===== src/rtl/map_pkg.sv =====
// Shared map constants for the maze tile server: grid geometry, coordinate widths,
// direction/state encodings and the constant wall and pellet ROM images.
package map_pkg;

    localparam int MAP_W_TILES = 40;
    localparam int MAP_H_TILES = 30;
    localparam int MAP_TILES   = MAP_W_TILES * MAP_H_TILES;

    localparam int X_W        = 10;
    localparam int Y_W        = 9;
    localparam int TILE_IDX_W = 11;
    localparam int LEFT_W     = 11;

    localparam logic [X_W-1:0] X_MAX = 10'd639;
    localparam logic [Y_W-1:0] Y_MAX = 9'd479;

    typedef enum logic [1:0] {
        DIR_UP    = 2'b00,
        DIR_RIGHT = 2'b01,
        DIR_DOWN  = 2'b10,
        DIR_LEFT  = 2'b11
    } dir_t;

    typedef enum logic [1:0] {
        ST_IDLE = 2'd0,
        ST_READ = 2'd1,
        ST_RESP = 2'd2
    } state_t;

    // Maze layout: solid border plus a pillar wherever both tile coordinates are 3 mod 4.
    function automatic logic is_wall_tile(input int tx, input int ty);
        logic border;
        logic pillar;
        border = (tx == 0) || (tx == MAP_W_TILES - 1) || (ty == 0) || (ty == MAP_H_TILES - 1);
        pillar = ((tx % 4) == 3) && ((ty % 4) == 3);
        return border || pillar;
    endfunction

    // Pellets sit on open tiles on a checkerboard (tx+ty even).
    function automatic logic is_pellet_tile(input int tx, input int ty);
        return !is_wall_tile(tx, ty) && (((tx + ty) % 2) == 0);
    endfunction

    function automatic logic [MAP_TILES-1:0] gen_wall_rom();
        logic [MAP_TILES-1:0] rom;
        rom = '0;
        for (int ty = 0; ty < MAP_H_TILES; ty++) begin
            for (int tx = 0; tx < MAP_W_TILES; tx++) begin
                rom[ty*MAP_W_TILES + tx] = is_wall_tile(tx, ty);
            end
        end
        return rom;
    endfunction

    function automatic logic [MAP_TILES-1:0] gen_pellet_rom();
        logic [MAP_TILES-1:0] rom;
        rom = '0;
        for (int ty = 0; ty < MAP_H_TILES; ty++) begin
            for (int tx = 0; tx < MAP_W_TILES; tx++) begin
                rom[ty*MAP_W_TILES + tx] = is_pellet_tile(tx, ty);
            end
        end
        return rom;
    endfunction

    function automatic logic [LEFT_W-1:0] count_ones(input logic [MAP_TILES-1:0] rom);
        logic [LEFT_W-1:0] n;
        n = '0;
        for (int i = 0; i < MAP_TILES; i++) begin
            n = n + LEFT_W'(rom[i]);
        end
        return n;
    endfunction

    localparam logic [MAP_TILES-1:0] WALL_ROM     = gen_wall_rom();
    localparam logic [MAP_TILES-1:0] PELLET_ROM   = gen_pellet_rom();
    localparam logic [LEFT_W-1:0]    PELLET_COUNT = count_ones(PELLET_ROM);

    // Returns {in_range, row-major tile index}; the index is zero when out of range.
    function automatic logic [TILE_IDX_W:0] locate_tile(input logic [X_W-1:0] x,
                                                        input logic [Y_W-1:0] y,
                                                        input int shift);
        logic [X_W-1:0]        txf;
        logic [Y_W-1:0]        tyf;
        logic                  ok;
        logic [TILE_IDX_W-1:0] idx;
        txf = x >> shift;
        tyf = y >> shift;
        ok  = (x <= X_MAX) && (y <= Y_MAX) &&
              (txf < X_W'(MAP_W_TILES)) && (tyf < Y_W'(MAP_H_TILES));
        idx = ok ? (TILE_IDX_W'(tyf) * TILE_IDX_W'(MAP_W_TILES) + TILE_IDX_W'(txf)) : '0;
        return {ok, idx};
    endfunction

endpackage


===== src/rtl/rr_arbiter.sv =====
// Round-robin arbiter: the requester after the last grant has highest priority;
// the pointer only moves when the caller reports the grant was actually taken.
module rr_arbiter #(
    parameter  int NUM_REQ = 4,
    localparam int IDX_W   = (NUM_REQ > 1) ? $clog2(NUM_REQ) : 1
) (
    input  logic               clk_i,
    input  logic               rst_ni,
    input  logic [NUM_REQ-1:0] req_i,
    input  logic               advance_i,
    output logic [NUM_REQ-1:0] gnt_o,
    output logic [IDX_W-1:0]   gnt_idx_o,
    output logic               gnt_any_o
);

    logic [IDX_W-1:0] ptr_q, ptr_d;

    always_comb begin
        int k;
        k         = 0;
        gnt_o     = '0;
        gnt_idx_o = '0;
        gnt_any_o = 1'b0;
        for (int i = 0; i < NUM_REQ; i++) begin
            k = int'(ptr_q) + i;
            if (k >= NUM_REQ) begin
                k = k - NUM_REQ;
            end
            if (!gnt_any_o && req_i[k]) begin
                gnt_any_o = 1'b1;
                gnt_o[k]  = 1'b1;
                gnt_idx_o = IDX_W'(k);
            end
        end
    end

    always_comb begin
        ptr_d = ptr_q;
        if (advance_i && gnt_any_o) begin
            ptr_d = (gnt_idx_o == IDX_W'(NUM_REQ - 1)) ? '0 : gnt_idx_o + 1'b1;
        end
    end

    always_ff @(posedge clk_i) begin
        if (!rst_ni) begin
            ptr_q <= '0;
        end else begin
            ptr_q <= ptr_d;
        end
    end

endmodule


===== src/rtl/map_query_server.sv =====
// Shared maze lookup: arbitrates tile queries from NUM_REQ requesters and answers
// each with the wall bit two cycles after acceptance. Optional pellet tracking is
// built only when MAP_PELLET_EN is defined.
module map_query_server
    import map_pkg::*;
#(
    parameter int NUM_REQ    = 4,
    parameter int TILE_SHIFT = 4
) (
    input  logic                   clk,
    input  logic                   rst_n,
    input  logic [NUM_REQ-1:0]     req_valid,
    input  logic [NUM_REQ*X_W-1:0] req_x,
    input  logic [NUM_REQ*Y_W-1:0] req_y,
    output logic [NUM_REQ-1:0]     req_ready,
    output logic [NUM_REQ-1:0]     rsp_valid,
    output logic                   rsp_wall,
`ifdef MAP_PELLET_EN
    input  logic                   eat_valid,
    input  logic [X_W-1:0]         eat_x,
    input  logic [Y_W-1:0]         eat_y,
    output logic                   rsp_pellet,
    output logic [LEFT_W-1:0]      pellets_left,
`endif
    output logic [1:0]             dbg_state
);

    localparam int IDX_W = (NUM_REQ > 1) ? $clog2(NUM_REQ) : 1;
    localparam logic [MAP_TILES-1:0] WALL_BITS = WALL_ROM;

    state_t             state_q, state_d;
    logic [X_W-1:0]     x_q, x_d;
    logic [Y_W-1:0]     y_q, y_d;
    logic [IDX_W-1:0]   gidx_q, gidx_d;
    logic               wall_q, wall_d;

    logic [NUM_REQ-1:0] gnt;
    logic [IDX_W-1:0]   gnt_idx;
    logic               gnt_any;
    logic               accept;

    logic                  q_ok;
    logic [TILE_IDX_W-1:0] q_idx;
    logic [NUM_REQ-1:0]    rsp_onehot;

    // Handshake: a request transfers in the cycle where req_valid[i] and req_ready[i]
    // are both high; the requester holds x/y stable until then. req_ready is a
    // one-cycle one-hot pulse issued only in IDLE, and rsp_valid is a one-cycle
    // one-hot pulse two cycles later with rsp_wall (and rsp_pellet) alongside.
    assign accept    = (state_q == ST_IDLE) && rst_n && gnt_any;
    assign req_ready = accept ? gnt : '0;

    rr_arbiter #(
        .NUM_REQ (NUM_REQ)
    ) u_arb (
        .clk_i     (clk),
        .rst_ni    (rst_n),
        .req_i     (req_valid),
        .advance_i (accept),
        .gnt_o     (gnt),
        .gnt_idx_o (gnt_idx),
        .gnt_any_o (gnt_any)
    );

    assign {q_ok, q_idx} = locate_tile(x_q, y_q, TILE_SHIFT);

    always_comb begin
        state_d = state_q;
        x_d     = x_q;
        y_d     = y_q;
        gidx_d  = gidx_q;
        wall_d  = wall_q;
        case (state_q)
            ST_IDLE: begin
                if (accept) begin
                    state_d = ST_READ;
                    x_d     = req_x[int'(gnt_idx)*X_W +: X_W];
                    y_d     = req_y[int'(gnt_idx)*Y_W +: Y_W];
                    gidx_d  = gnt_idx;
                end
            end
            ST_READ: begin
                state_d = ST_RESP;
                // Off-map coordinates read as wall and never touch the ROM.
                wall_d  = !q_ok || WALL_BITS[q_idx];
            end
            ST_RESP: begin
                state_d = ST_IDLE;
            end
            default: begin
                state_d = ST_IDLE;
            end
        endcase
    end

    always_ff @(posedge clk) begin
        if (!rst_n) begin
            state_q <= ST_IDLE;
            x_q     <= '0;
            y_q     <= '0;
            gidx_q  <= '0;
            wall_q  <= 1'b0;
        end else begin
            state_q <= state_d;
            x_q     <= x_d;
            y_q     <= y_d;
            gidx_q  <= gidx_d;
            wall_q  <= wall_d;
        end
    end

    always_comb begin
        rsp_onehot = '0;
        if (state_q == ST_RESP) begin
            rsp_onehot[gidx_q] = 1'b1;
        end
    end

    assign rsp_valid = rsp_onehot;
    assign rsp_wall  = (state_q == ST_RESP) && wall_q;
    assign dbg_state = state_q;

`ifdef MAP_PELLET_EN
    localparam logic [MAP_TILES-1:0] PELLET_BITS = PELLET_ROM;

    logic [MAP_TILES-1:0]  eaten_q, eaten_d;
    logic [LEFT_W-1:0]     left_q, left_d;
    logic                  pel_q, pel_d;
    logic                  e_ok;
    logic [TILE_IDX_W-1:0] e_idx;

    assign {e_ok, e_idx} = locate_tile(eat_x, eat_y, TILE_SHIFT);

    // The query reads eaten_q, so a same-cycle eat of that tile is not yet visible.
    always_comb begin
        eaten_d = eaten_q;
        left_d  = left_q;
        pel_d   = pel_q;
        if (eat_valid && e_ok) begin
            eaten_d[e_idx] = 1'b1;
            if (PELLET_BITS[e_idx] && !eaten_q[e_idx] && (left_q != '0)) begin
                left_d = left_q - 1'b1;
            end
        end
        if (state_q == ST_READ) begin
            pel_d = q_ok && PELLET_BITS[q_idx] && !eaten_q[q_idx];
        end
    end

    always_ff @(posedge clk) begin
        if (!rst_n) begin
            eaten_q <= '0;
            left_q  <= PELLET_COUNT;
            pel_q   <= 1'b0;
        end else begin
            eaten_q <= eaten_d;
            left_q  <= left_d;
            pel_q   <= pel_d;
        end
    end

    assign rsp_pellet   = (state_q == ST_RESP) && pel_q;
    assign pellets_left = left_q;
`endif

endmodule


===== config.mk =====
export PLATFORM = sky130hd
export DESIGN_NAME = map_query_server
export DESIGN_NICKNAME = d
export VERILOG_FILES = /design/src/rtl/map_pkg.sv /design/src/rtl/rr_arbiter.sv /design/src/rtl/map_query_server.sv
export SDC_FILE = /design/constraint.sdc
export NUM_CORES = 1
export LEC_CHECK = 0
export ABC_CLOCK_PERIOD_IN_PS = 2980
export BUFFER_PORTS_ARGS = -buffer_cell sky130_fd_sc_hd__clkbuf_2
export CAP_MARGIN = 30
export CORE_AREA = 2 2 70 88
export DETAILED_ROUTE_END_ITERATION = 6
export DIE_AREA = 0 0 72 90
export PLACE_DENSITY = 0.75
export SYNTH_ARGS = -nofsm -noshare
export SYNTH_HDL_FRONTEND = slang
export SYNTH_SLANG_ARGS = --single-unit

===== constraint.sdc =====
create_clock -name clk -period 2.98 [get_ports clk]
set_input_delay 0.298 -clock clk [delete_from_list [all_inputs] [get_ports clk]]
set_output_delay 0.298 -clock clk [all_outputs]
set_load 0.02 [all_outputs]

* Yosys cells after proc, flatten, opt, wreduce, memory -nomap -nowiden
Memories as Yosys holds them, arrays and structs flattened.
Index checks and enable logic that the tools add are counted.
** Word-level totals
- Register bits :: 26
- Memory bits (read-only) :: 2048
- Output and inout bits :: 11
- Logic and storage cells :: 114
- Memories :: 1
** Cells by class
- Add/subtract/negate cells :: 9
- Multiply operators :: 3
- Magnitude comparators :: 19
- Equal/unequal tests :: 4
- Shift operators :: 2
- Multiplexer cells :: 45
- Bitwise operators :: 3
- Reductions and logical operators :: 22
** Memories
- (name not given) :: depth 2048, bits a word 1, rd ports 1, clocked after memory_dff 0, write ports 0, line map_query_server.sv:85 : wall_d = !q_ok || WALL_BITS[q_idx];
** Operators with widths (count)
- $ge 32x1->1 const B :: 4
- $lt 32x4->1 const B :: 4
- $mux 32 :: 4
- $ge 32x4->1 const B :: 3
- $sub 32x4->32 const B :: 3
- $shiftx 40x7->10 :: 1
- $shiftx 36x7->9 :: 1
- $mux 4 :: 6
- $mux 1 :: 18
- $logic_and 1x1->1 :: 15
- $lt 11x12->1 const B :: 1
- $mux 2 :: 6
- $or 4x4->4 :: 3
- $add 11x6->11 :: 1
- $mux 11 :: 1
- $demux 1 s2 :: 5
- $le 10x10->1 const B :: 1
- $le 9x9->1 const B :: 1
- $bmux 1 s2 :: 4
- $mul 5x3->8 const B :: 1
- $add 2x2->3 const B :: 2
- $lt 6x6->1 const B :: 1
- $mul 2x4->6 const B :: 1
- $lt 5x5->1 const B :: 1
- other kinds (15) :: 19

* Longest topological paths before layout
Gate-level depths: netlist of run 1.
- Depth after elaboration :: 18
- Gate-level depth with buffers :: 14
- Mapped depth without buffers :: 12

* Modules after synthesis
From an unflattened synthesis of run 1, not the netlist that was laid out.
** Second synthesis, totals
- Cell total of the unflattened synthesis :: 275
- Area total of the unflattened synthesis :: 2342.2 µm²
** By module, submodules not included
- map_query_server :: instances 1, cells each 214, area each 1775.5 µm²
- rr_arbiter :: instances 1, cells each 61, area each 566.8 µm²

* Least setup slack after synthesis of run 1
OpenSTA, ideal clock, no wires.
- Kind :: flip-flop to output port
- Start :: register (tool-made name)
- End :: output req_ready[0]
- Data arrival time :: 2.694 ns
- Required time :: 2.682 ns
- Path slack :: -0.012 ns
- Stages on the path, launching flop included :: 11
- Path buffers :: 4
- Cells stage by stage :: dfxtp_1 -> buf_6 -> buf_2 -> inv_1 -> ha_1 -> mux4_2 -> or2_1 -> o311ai_1 -> buf_2 -> buf_2 -> nor2_1
** RTL lines
- to (decl) :: line map_query_server.sv:15 : output logic [NUM_REQ-1:0] req_ready,

* Worst setup path in the final report of run 1
- Start :: register y_q[6]
- End :: register wall_q
** Between the ends
- Word-level cells in the longest chain between the ends :: 8
** Ends and longest elaborated chain
- from (decl) :: line map_query_server.sv:33 : logic [Y_W-1:0] y_q, y_d;
- from (signal assigned) :: line map_query_server.sv:106 : y_q <= y_d;
- parallel branches: the longest is 7 deep, another holds $add 11x6->11
- $logic_or 1x1->1 (*) :: line map_query_server.sv:85
- to (signal assigned) :: line map_query_server.sv:108 : wall_q <= wall_d;
- to (decl) :: line map_query_server.sv:35 : logic wall_q, wall_d;
Mark *: on every way between the ends. The select of a mux whose other input is x is not followed.
A chain may end at the register's enable or synchronous reset.

==> out/results.txt, run 1 <==
Status -> finished, final reports clean
Layout Nets -> 457
Via count -> 2,424
FP Rows -> 31
Initial core utilization -> 43.25%
Dominant synthesized flop cell -> dfxtp_1
Power per cell area -> 1148 mW/mm2
Share of the synthesized area in the top cell type -> 14.61%
Clock transition at path regs -> 70 ps
DRC Markers -> 0
Post-route cell area -> 0.002932 mm2
Syn nets -> 398
Share of cells above drive strength 1 -> 31.46%
CTS Buf Count -> 3
Static leakage -> 1.334 nW
Post-Layout Cell Count -> 422
WL/cell -> 13.04 um
First-pass GRT wire length -> 8694 um
Avg Cell Area, Syn -> 8.276 um2
Post-Syn Instances -> 298
#FFs+latches synth -> 18
CP Class -> reg -> reg
Worst vdd ir -> 0.0005250 V
Area delta synth->final -> 18.87%
Max-slew violation count -> 0
CTS tree -> built
Slew @ Worst Pin -> 547.3 ps
Synth async-reset ratio -> 0%
Vias per std cell -> 5.744
Distinct cells, synth -> 52
Clock Path Buffers -> 2
H-tree Lvls -> 1
Die W -> 72 um
Die area -> 0.006480 mm2
Hold Vio Cnt, Final -> 0
Clk_lat worst skew -> 250 ps
Hpwl dp -> 4326 um
DRT Pass-1 Iters -> 4
Core area -> 0.005702 mm2
Inst Count DP -> 414
Fin Setup TNS -> 0 ps
Fillers -> 518
# setup viols final -> 0
DP Area -> 0.002839 mm2
Die height -> 90 um
Final setup margin -> 94.00 ps
Hold buffer count at CTS -> 0
Synth warnings -> 0
Slew headroom -> 63.25%
Drt total wl -> 5502 um
I/O Pins -> 93
Leading area contributor after synthesis -> dfxtp_1
Max FO, Critical Path -> 8
Fmax -> 346.5 MHz
Pin count of the biggest net entering global routing -> 23
Max Cap Viol -> 0
RSZ-0062 raised after global routing -> false
EDFF count, synth -> 0
Overall routing resource usage -> 15.73%
Sequential area share after synthesis -> 14.61%
Pre-CTS WS -> 119.8 ps
Final Critical Period -> 2886 ps
CTS root buffer -> clkbuf_8
Most frequent cells after synthesis -> 25 x mux2i_1, 20 x nor2_1, 18 x dfxtp_1, 16 x ha_1
# diodes -> 0
Critical Path End Type -> flop
CP startpoint kind -> flop
Final core occ -> 51.42%
Worst Path Arrival -> 3060 ps
Hold Slack -> 464.5 ps
Worst hold path class -> reg -> reg
Final period utilization -> 96.85%
Critical path required time -> 3160 ps
PortBufs -> 60
Number of global-route vias before repair -> 2,048
Initial antenna violation count -> 0
Routed Antenna Nets -> 0
Top post-synthesis cells by area -> dfxtp_1 15%, mux2i_1 10%, ha_1 8.1%
Total power draw -> 3.364 mW
Top-count cell post-synth -> mux2i_1
Placer Congestion -> 0.8662
Post-Syn Area -> 0.002466 mm2
Clk sinks -> 18
Gr ovfl total -> 0
DR iter-0 viols -> 163
Final worst clock skew -> 3.668 ps
## worst paths after layout
path                              from      to  slack (ps)  depth (start not counted)
worst max-delay path            y_q[6]  wall_q          90                          9
worst min-delay path            x_q[4]  x_q[4]         460                          2
worst max register to register  y_q[6]  wall_q          90                          9
worst min register to register  x_q[4]  x_q[4]         460                          2
## report_power, final
| part | internal, mW | switching [mW] |
|---|---|---|
| Sequential | 0.329 | 0.0854 |
| Combinational | 1.31 | 1.44 |
| Clock | 0.117 | 0.0839 |
| Total | 1.75 | 1.61 |
## worst max-delay path, cell delays in order (launching register included)
cell and delay (ps):
dfxtp_1 380, ha_1 250, ha_1 450, xnor2_1 230, a2111oi_1 460, nor3_1 100
o311a_1 350, nor4_1 330, o211ai_1 150, o211ai_1 100
## per-layer routing
| metal | wire [um] | GRT usage, % | share of wire, % | vias to the layer above |
|---|---|---|---|---|
| li1 | - | - | - | 1237 |
| met1 | 2467 | 21.16 | 45 | 1115 |
| met5 | 0 | 0 | 0 | - |
| met3 | 191 | 0.8969 | 3.5 | 8 |
| met4 | 85 | 6.918 | 1.5 | 0 |
| met2 | 2759 | 25.62 | 50 | 64 |
## cells by family after synthesis
family | synth area share [%]
mux | 21.41
xor+xnor | 3.551
simple gates | 21.21
flops | 14.61
fa+ha+maj | 9.741
compound gates | 21.92
buf+inv | 7.560
## what timing repair did
action | in CTS | in global routing
buffers inserted | 0 | 3
setup endpoints to repair | 0 | 6
gates resized for setup | 0 | 3
## layout make-up
type / count / area (um2) / area share [%]
multi-input cells: 246 / 1952 / 66.58
flip-flops and latches: 18 / 360.3 / 12.29
repair buffers: 77 / 440.4 / 15.02
clock buffers: 4 / 55.05 / 1.878
inverters: 11 / 41.29 / 1.408
well taps: 66 / 82.58 / 2.817
## cells in the final DEF, fill, tap and decap left out, drive strengths merged, types with 2 or more instances in the layout
master   netlist  layout
clkbuf        10      64
o21ai         28      28
mux2i         25      25
nor2          20      20
dfxtp         18      18
buf           14      17
ha            16      16
nand2         15      15
a21oi         14      14
nand3         14      14
mux2          13      13
inv           11      11
nor3           8       8
and2           7       7
o211ai         6       6
a22oi          5       5
a221oi         5       5
xnor2          5       5
xor2           5       5
mux4           4       4
nor2b          4       4
and3           4       4
nand2b         4       4
a2111oi        4       4
o311ai         4       4
nor3b          3       3
nor4           3       3
nor4bb         3       3
or2            2       3
o221ai         2       2
o31ai          2       2
or4            2       2
a21o           2       2
a211oi         2       2
or3            2       2
o41ai          2       2
fa             2       2
## registers in the layout (all words and copies together), names as in the netlist, named ones only
register	count
x_q	6
y_q	5
dbg_state	2
gidx_q	2
u_arb.ptr_q	1
wall_q	1
Note: power is estimated with default switching activity, not from simulation.
==> run 2, diff against run 1 <==
--- a/config.mk
+++ b/config.mk
@@ -11,7 +11,9 @@
 export CORE_AREA = 2 2 70 88
 export DETAILED_ROUTE_END_ITERATION = 6
 export DIE_AREA = 0 0 72 90
+export MAX_ROUTING_LAYER = met4
 export PLACE_DENSITY = 0.75
+export REMOVE_ABC_BUFFERS = 1
 export SYNTH_ARGS = -nofsm -noshare
 export SYNTH_HDL_FRONTEND = slang
 export SYNTH_SLANG_ARGS = --single-unit
==> constraint.sdc (replaced) <==
create_clock -name clk -period 2.98 [get_ports clk]
set_input_delay 0.447 -clock clk [delete_from_list [all_inputs] [get_ports clk]]
set_output_delay 0.447 -clock clk [all_outputs]
set_load 0.02 [all_outputs]
==> out/results.txt, run 2 (synthesized netlist as in run 1, its figures left out) <==
Status -> finished, final reports clean
Largest regs -> x_q: 6 flops, y_q: 5 flops
Critical path required time -> 3160 ps
Most frequent cells in the layout -> 60 x clkbuf_2, 25 x mux2i_1, 20 x nor2_1, 20 x buf_4, 18 x dfxtp_1
Total power draw -> 3.374 mW
Slowest cell on the critical path -> a2111oi_0
Slew headroom -> 71.48%
Max-slew violation count -> 0
CTS root buffer -> clkbuf_8
Number of global-route vias before repair -> 2,288
Setup slack, reg-to-reg -> 160 ps
Core area -> 0.005702 mm2
WL/cell -> 13.51 um
Overall routing resource usage -> 18.55%
Post-route cell area -> 0.002964 mm2
Hold buffer count at CTS -> 0
PortBufs -> 60
Die area -> 0.006480 mm2
Hpwl dp -> 4551 um
Via count -> 2,491
Fillers -> 532
DR iter-0 viols -> 192
Fmax -> 354.5 MHz
Final period utilization -> 94.65%
Clk sinks -> 18
DP Area -> 0.002841 mm2
CTS tree -> built
# setup viols final -> 0
Gr ovfl total -> 0
Beginning of the worst hold path -> x_q[5]
I/O Pins -> 93
RR Endpoint -> wall_q
Power per cell area -> 1138 mW/mm2
H-tree Lvls -> 1
Inst Count DP -> 416
CP max stage delay -> 420 ps
Initial antenna violation count -> 0
Clock Path Buffers -> 2
Reg2reg start -> x_q[8]
Hold Slack -> 463.5 ps
Pin count of the biggest net entering global routing -> 23
Die W -> 72 um
Worst vdd ir -> 0.0006232 V
DRT Pass-1 Iters -> 5
First-pass GRT wire length -> 9770 um
Area delta synth->final -> 20.19%
Static leakage -> 1.348 nW
Share of cells above drive strength 1 -> 32.87%
Clk_lat worst skew -> 260 ps
Worst Path Arrival -> 3000 ps
CP Class -> reg -> reg
Commonest non-fill, non-tap cell in the layout -> clkbuf_2
Hold Path Stages -> 2
Most flop-heavy register -> x_q
CTS Buf Count -> 3
Die height -> 90 um
Max FO, Critical Path -> 5
Final core occ -> 51.99%
Critical Path End Type -> flop
Initial core utilization -> 43.25%
Hold Vio Cnt, Final -> 0
Max reg flops -> 6
Most used cell, CP -> o211ai_1
Worst hold path class -> reg -> reg
Vias per std cell -> 5.861
Max Cap Viol -> 0
Post-Layout Cell Count -> 425
Slew @ Worst Pin -> 417.1 ps
CP startpoint kind -> flop
Cell Chain, Critical Path -> o21ai_0, and2_1, nand2_1, inv_1, ha_1, nand3_1, a2111oi_0, nor3_1, o311a_1, nor4_1, o211ai_1, o211ai_1
Layout Nets -> 460
Final worst clock skew -> 0.9828 ps
Drt total wl -> 5741 um
Hold endpoint -> x_q[5]
Routed Antenna Nets -> 0
# diodes -> 0
Reg2Reg Depth -> 12
DRC Markers -> 0
FP Rows -> 31
Placer Congestion -> 0.9681
Final Critical Period -> 2821 ps
Clock transition at path regs -> 70 ps
RSZ-0062 raised after global routing -> false
-- run 2: cell count changes in the layout (fill, tap and decap cells not counted), sizes merged --
cell	delta
or2	-1
buf	+4
-- run 2: cell type report --
class | count | area (um2) | area share (%)
multi-input cells | 245 | 1963 | 66.23
repair buffers | 81 | 461.7 | 15.58
well taps | 66 | 82.58 | 2.786
inverters | 11 | 41.29 | 1.393
clock buffers | 4 | 55.05 | 1.857
flip-flops and latches | 18 | 360.3 | 12.16
-- run 2: where the power goes --
group | internal, mW | switching, mW
Sequential | 0.329 | 0.0804
Clock | 0.118 | 0.0873
Combinational | 1.32 | 1.44
-- run 2: how the worst max path moves through the flow --
stage                              end  slack, ps            from  depth (start not counted)
final                           wall_q        160          x_q[8]                         12
after global routing            wall_q         10          x_q[8]                         11
after CTS                 req_ready[1]         50  u_arb.ptr_q[1]                          7
after detailed placement        x_q[9]        150            flop                          9
after global placement          x_q[7]        220  u_arb.ptr_q[1]                          9
after floorplan           req_ready[0]      -2040            flop                          6
-- run 2: timing repair --
item | CTS | global route
pin swaps | 1 | 1
setup buffers | 0 | 5
cloned | 0 | 0
resized for setup | 0 | 7
endpoints found under the setup margin | 4 | 15
-- run 2: metrics by stage --
step                setup WS, ps  TNS [ps]
floorplan                  -2045    -31490
global placement           217.7         0
detailed placement         153.2         0
CTS                        52.84         0
global route               10.38         0
finish                     159.4         0
-- run 2: layer usage --
| metal | vias to the layer above | GRT usage (%) | wire, um |
|---|---|---|---|
| li1 | 1239 | - | - |
| met4 | 0 | 8.491 | 144 |
| met2 | 79 | 31.02 | 3023 |
| met5 | - | - | 0 |
| met1 | 1160 | 22.11 | 2344 |
| met3 | 13 | 1.794 | 229 |
-- run 2: critical path: cells and delay by family (launching register included) --
kind	cells	cell delay (ps)
AND/OR/NAND/NOR	5	820
AO/OA/AOI/OAI	5	1280
buffers and inverters	1	60
adder cells (fa/ha/maj)	1	230
flip-flops	1	350
